$ cat config.mk
export PLATFORM = sky130hd
export DESIGN_NAME = blink_period_meter
export DESIGN_NICKNAME = d
export VERILOG_FILES = /design/src/rtl/blink_period_meter.sv
export SDC_FILE = /design/constraint.sdc
export NUM_CORES = 1
export LEC_CHECK = 0
export CAP_MARGIN = 20
export CORE_MARGIN = 5
export CORE_UTILIZATION = 45
export DETAILED_ROUTE_END_ITERATION = 6
export PLACE_DENSITY = 0.67
export SYNTH_ARGS = -nofsm -noshare
export SYNTH_HDL_FRONTEND = slang
export SYNTH_SLANG_ARGS = --single-unit
$ cat constraint.sdc
create_clock -name clk -period 5.6 [get_ports clk]
set_input_delay 0.56 -clock clk [delete_from_list [all_inputs] [get_ports clk]]
set_output_delay 0.56 -clock clk [all_outputs]
set_load 0.005 [all_outputs]
$ cat src/rtl/blink_period_meter.sv
// Blink period meter: synchronizes an external square wave and measures its
// rise-to-rise period and rise-to-fall high time in clk cycles.
module blink_period_meter #(
    parameter int CNT_W       = 26,
    parameter int SYNC_STAGES = 2
) (
    input  logic             clk,
    input  logic             rst,
    input  logic             sig_in,
    input  logic             clr,
    output logic [CNT_W-1:0] period,
    output logic [CNT_W-1:0] high_time,
    output logic             valid,
    output logic             locked,
    output logic             overflow
);

    typedef enum logic {
        ST_IDLE = 1'b0,
        ST_MEAS = 1'b1
    } state_t;

    localparam logic [CNT_W-1:0] CNT_ONE = CNT_W'(1);
    localparam logic [CNT_W-1:0] CNT_MAX = '1;

    logic [SYNC_STAGES-1:0] r_sync;
    logic                   r_s_d;
    logic                   r_rise;
    logic                   r_fall;
    logic                   w_s;
    logic                   w_rise;
    logic                   w_fall;

    state_t                 r_state;
    logic [CNT_W-1:0]       r_cnt;
    logic [CNT_W-1:0]       r_hcap;
    logic [CNT_W-1:0]       r_period;
    logic [CNT_W-1:0]       r_high;
    logic                   r_valid;
    logic                   r_locked;
    logic                   r_overflow;

    assign w_s    = r_sync[SYNC_STAGES-1];
    assign w_rise = w_s & ~r_s_d;
    assign w_fall = ~w_s & r_s_d;

    // Edge pulses are registered so the FSM sees a clean one-cycle strobe;
    // this extra stage sets the input-to-valid latency at SYNC_STAGES+2.
    always_ff @(posedge clk or posedge rst) begin
        if (rst) begin
            r_sync <= '0;
            r_s_d  <= 1'b0;
            r_rise <= 1'b0;
            r_fall <= 1'b0;
        end else begin
            r_sync <= {r_sync[SYNC_STAGES-2:0], sig_in};
            r_s_d  <= w_s;
            r_rise <= w_rise;
            r_fall <= w_fall;
        end
    end

    always_ff @(posedge clk or posedge rst) begin
        if (rst) begin
            r_state    <= ST_IDLE;
            r_cnt      <= '0;
            r_hcap     <= '0;
            r_period   <= '0;
            r_high     <= '0;
            r_valid    <= 1'b0;
            r_locked   <= 1'b0;
            r_overflow <= 1'b0;
        end else if (clr) begin
            r_state    <= ST_IDLE;
            r_cnt      <= '0;
            r_hcap     <= '0;
            r_period   <= '0;
            r_high     <= '0;
            r_valid    <= 1'b0;
            r_locked   <= 1'b0;
            r_overflow <= 1'b0;
        end else begin
            r_valid <= 1'b0;
            case (r_state)
                ST_IDLE: begin
                    r_cnt <= '0;
                    if (r_rise) begin
                        r_cnt   <= CNT_ONE;
                        r_hcap  <= '0;
                        r_state <= ST_MEAS;
                    end
                end
                ST_MEAS: begin
                    if (r_rise) begin
                        r_period <= r_cnt;
                        r_high   <= r_hcap;
                        r_valid  <= 1'b1;
                        r_locked <= 1'b1;
                        r_cnt    <= CNT_ONE;
                        r_hcap   <= '0;
                    end else if (r_cnt == CNT_MAX) begin
                        // Give up before the counter wraps; last results are kept.
                        r_overflow <= 1'b1;
                        r_locked   <= 1'b0;
                        r_cnt      <= '0;
                        r_hcap     <= '0;
                        r_state    <= ST_IDLE;
                    end else begin
                        r_cnt <= r_cnt + CNT_ONE;
                        if (r_fall) begin
                            r_hcap <= r_cnt;
                        end
                    end
                end
                default: begin
                    r_state <= ST_IDLE;
                    r_cnt   <= '0;
                end
            endcase
        end
    end

    assign period    = r_period;
    assign high_time = r_high;
    assign valid     = r_valid;
    assign locked    = r_locked;
    assign overflow  = r_overflow;

endmodule

==> qor.yml <==
critical_path:
  cp-start-kind: "primary input"
  worst_r2r_path_depth: 6
  crit_arrival_ps: 2920
  setup.reg_to_reg.worst_slack_ps: 3200
  timing.rr.end: "r_hcap[4]$_DFFE_PP0P_"
  critical_r2r_launch: "r_cnt[9]$_DFF_PP0_"
  worstPathRequired_ps: 6000
  critical_path_class: "in -> reg"
  crit_path_end_kind: "flop"
  critical_path.max_fanout: 54
timing:
  worst-slew-pin-transition_ps: 900
  final.period_utilization_pct: 45.1
  slew_limit_headroom_pct: 39.9
  maxClockFrequency_mhz: 396
  final_max_slew_viol_count: 0
  finalSetupTns_ps: 0
  post-route-min-period_ps: 2530
  setup_viol: 0
  finalHoldViolCount: 0
  finClkSkew_ps: 9.10
  grt_setup_unrepaired: "no"
drt:
  detailroute.via_count: 3793
  final_routed_wire_length_divided_by_cell_count_um: 18.4
  viasPerCell: 5.99
  met2_routed_length_um: 5290
  detail_route.drc_violations: 0
  initialDrtViolationCount: 379
  route.final.wire_length_um: 11600
  top_layer: "met4"
  detail-route-antenna-nets: 0
  met1_length_um: 5550
  wl_met3_um: 653
  drt_pass1_iterations: 5
floorplan:
  core_area_mm2: 0.0108
  std_cell_rows: 38
  floorplan.die_area_mm2: 0.0132
  design.portCount: 59
  die_width_um: 115
  die_y_um: 115
  start_util_pct: 45.8
clock_network:
  cts_hold_buf: 0
  cts_setup_buffers: 0
  cts_tree: "built"
  cts_buffers: 17
  htree_levels: 4
  clk_path_buf_depth: 2
  clk_lat_worst_skew_ps: 510
  postCtsResizedCells: 0
  cts_root_buf: "sky130_fd_sc_hd__clkbuf_8"
  clkSlewWorstSetupHoldPaths_ps: 50
  clock-sinks: 113
cells_and_area:
  post_route_cells_drive_above_1_share_pct: 9.33
  layout.nets: 485
  num-fill-cells: 898
  fin_cells: 633
  syn_to_final_growth_pct: 27.5
  insertedDiodeCount: 0
pwr:
  leakagePower_nw: 2.48
  power.density_mw_per_mm2: 328
  worst_ir_drop_vdd_mv: 0.180
synthesis:
  synth_edf_count: 0
  synth_nets: 441
  post_synth_design_cell_area_mm2: 0.00495
  primary_ff_master_synth: "sky130_fd_sc_hd__dfrtp_1"
  post-synth-top-area-fraction_pct: 57.2
  mean_instance_size_in_the_synthesized_netlist_um2: 11.3
  asyncSetResetFlopFracSynth_pct: 100
  synth.top_cells.by_area: "sky130_fd_sc_hd__dfrtp_1 57%, sky130_fd_sc_hd__a22o_1 9.2%, sky130_fd_sc_hd__o2111ai_1 4.6%, sky130_fd_sc_hd__nand3b_1 3.9%, sky130_fd_sc_hd__o211ai_1 3.9%"
  post_synth_inst_count: 436
  yosys_register_bits: 113
  yosys_warnings: 0
  yosysSeqAreaShare_pct: 57.2
  synth.distinct_cells: 36
  netlist.top_cell.by_area: "sky130_fd_sc_hd__dfrtp_1"
place:
  hpwl_um: 7120
  port-buffer-count: 58
  gp_congestion: 0.851
  place_inst: 599
hold_path:
  hp_start: "r_sync[0]$_DFF_PP0_"
  min_delay_path_class: "reg -> reg"
  hold_path_depth: 0
  whs_endpoint: "r_sync[1]$_DFF_PP0_"
grt:
  grt_remaining_overflow: 0
  grt_max_degree: 71
  grt_util_all_layers_pct: 18.4
  first_global_vias: 3646
  grt_first_pass_wirelength_um: 19200
  antenna_violations_before_repair: 0
outcome:
  status: "finished clean"
job:
  timing.max_cap.violations: 0
## final cells by class
type	instances	area, um^2	share of cell area [%]
flip-flops and latches	113	2830	44.8
multi-input cells	253	1870	29.6
repair buffers	66	668	10.6
clock buffers	21	449	7.12
clock inverters	11	208	3.29
well taps	140	175	2.78
inverters	29	111	1.77
## power breakdown
group          total, mW  switching, mW  internal [mW]
combinational     0.0535         0.0410         0.0125
clock               1.19          0.356          0.832
sequential         0.828        0.00704          0.821
total               2.07          0.404           1.67
## cell usage after synthesis, types with 2 or more instances
cell and n:
sky130_fd_sc_hd__a211oi_1 12, sky130_fd_sc_hd__a21oi_1 5, sky130_fd_sc_hd__a22o_1 52, sky130_fd_sc_hd__and3_1 3
sky130_fd_sc_hd__and4_1 3, sky130_fd_sc_hd__buf_1 3, sky130_fd_sc_hd__buf_2 4, sky130_fd_sc_hd__clkbuf_1 33
sky130_fd_sc_hd__dfrtp_1 113, sky130_fd_sc_hd__inv_1 28, sky130_fd_sc_hd__nand2_1 10, sky130_fd_sc_hd__nand3_1 12
sky130_fd_sc_hd__nand3b_1 26, sky130_fd_sc_hd__nand4_1 8, sky130_fd_sc_hd__nor2_1 6, sky130_fd_sc_hd__nor2b_1 2
sky130_fd_sc_hd__nor3_1 10, sky130_fd_sc_hd__nor4_1 5, sky130_fd_sc_hd__o2111ai_1 26, sky130_fd_sc_hd__o211ai_1 26
sky130_fd_sc_hd__o21ai_0 8, sky130_fd_sc_hd__o31ai_1 6, sky130_fd_sc_hd__or3_1 8, sky130_fd_sc_hd__or4_1 6
sky130_fd_sc_hd__xnor2_1 10
## state kept, by name (all words and copies together) (netlist names)
signal     flops
r_hcap        26
r_fall         1
r_cnt         26
r_rise         1
valid          1
period        26
r_s_d          1
locked         1
r_state        1
high_time     26
r_sync         2
overflow       1
## how the worst max path moves through the flow
stage	startpoint	cells after the start	slack, ps	end
after global routing	clr	5	2910	r_cnt[16]$_DFF_PP0_
after CTS	r_cnt[9]$_DFF_PP0_	5	2690	r_hcap[4]$_DFFE_PP0P_
after detailed placement	clr	5	2520	r_hcap[4]$_DFFE_PP0P_
after global placement	clr	5	2640	r_hcap[0]$_DFFE_PP0P_
after floorplan	rst	1	2050	high_time[0]$_DFFE_PP0P_
final	clr	5	3070	r_cnt[18]$_DFF_PP0_
## kinds of logic (layout without fill, tap and decap cells)
| logic type | Yosys count | count (layout) | synth area share [%] |
|---|---|---|---|
| AO/OA/AOI/OAI | 139 | 139 | 22.6 |
| XOR/XNOR | 10 | 10 | 1.77 |
| adder cells (fa/ha/maj) | 1 | 1 | 0.253 |
| buffers and inverters | 70 | 127 | 5.49 |
| flip-flops | 113 | 113 | 57.2 |
| AND/OR/NAND/NOR | 103 | 103 | 12.7 |
## per-layer routing
layer,track usage (%),vias up
met2,26.2,129
li1,-,1764
met1,27.2,1888
met3,5.11,12
met4,5.87,0
met5,0,-
## cell usage in the layout, fill, tap and decap left out, types with 12 or more instances in the layout
cell                              instances
sky130_fd_sc_hd__a211oi_1                12
sky130_fd_sc_hd__a22o_1                  52
sky130_fd_sc_hd__clkbuf_16               16
sky130_fd_sc_hd__clkdlybuf4s50_1         58
sky130_fd_sc_hd__dfrtp_1                113
sky130_fd_sc_hd__inv_1                   27
sky130_fd_sc_hd__nand3_1                 12
sky130_fd_sc_hd__nand3b_1                26
sky130_fd_sc_hd__o2111ai_1               26
sky130_fd_sc_hd__o211ai_1                26
## worst max-delay path: stages
cell,delay (ps)
sky130_fd_sc_hd__clkdlybuf4s50_1,590
sky130_fd_sc_hd__nor2_2,170
sky130_fd_sc_hd__buf_4,450
sky130_fd_sc_hd__nand2_1,660
sky130_fd_sc_hd__a211oi_1,470
## stage by stage
step	cell area (um^2)	util [%]	total power [mW]	setup slack (ps)	hold WS, ps
after floorplan	4950	-	0.879	2050	331
after global placement	5610	52.0	0.894	2640	341
after detailed placement	5610	52.0	0.895	2520	346
after CTS	6260	58.0	2.09	2690	358
after global routing	6310	58.4	2.14	2910	364
final	6310	58.4	2.07	3070	352
Note: power is estimated with default switching activity, not from simulation.
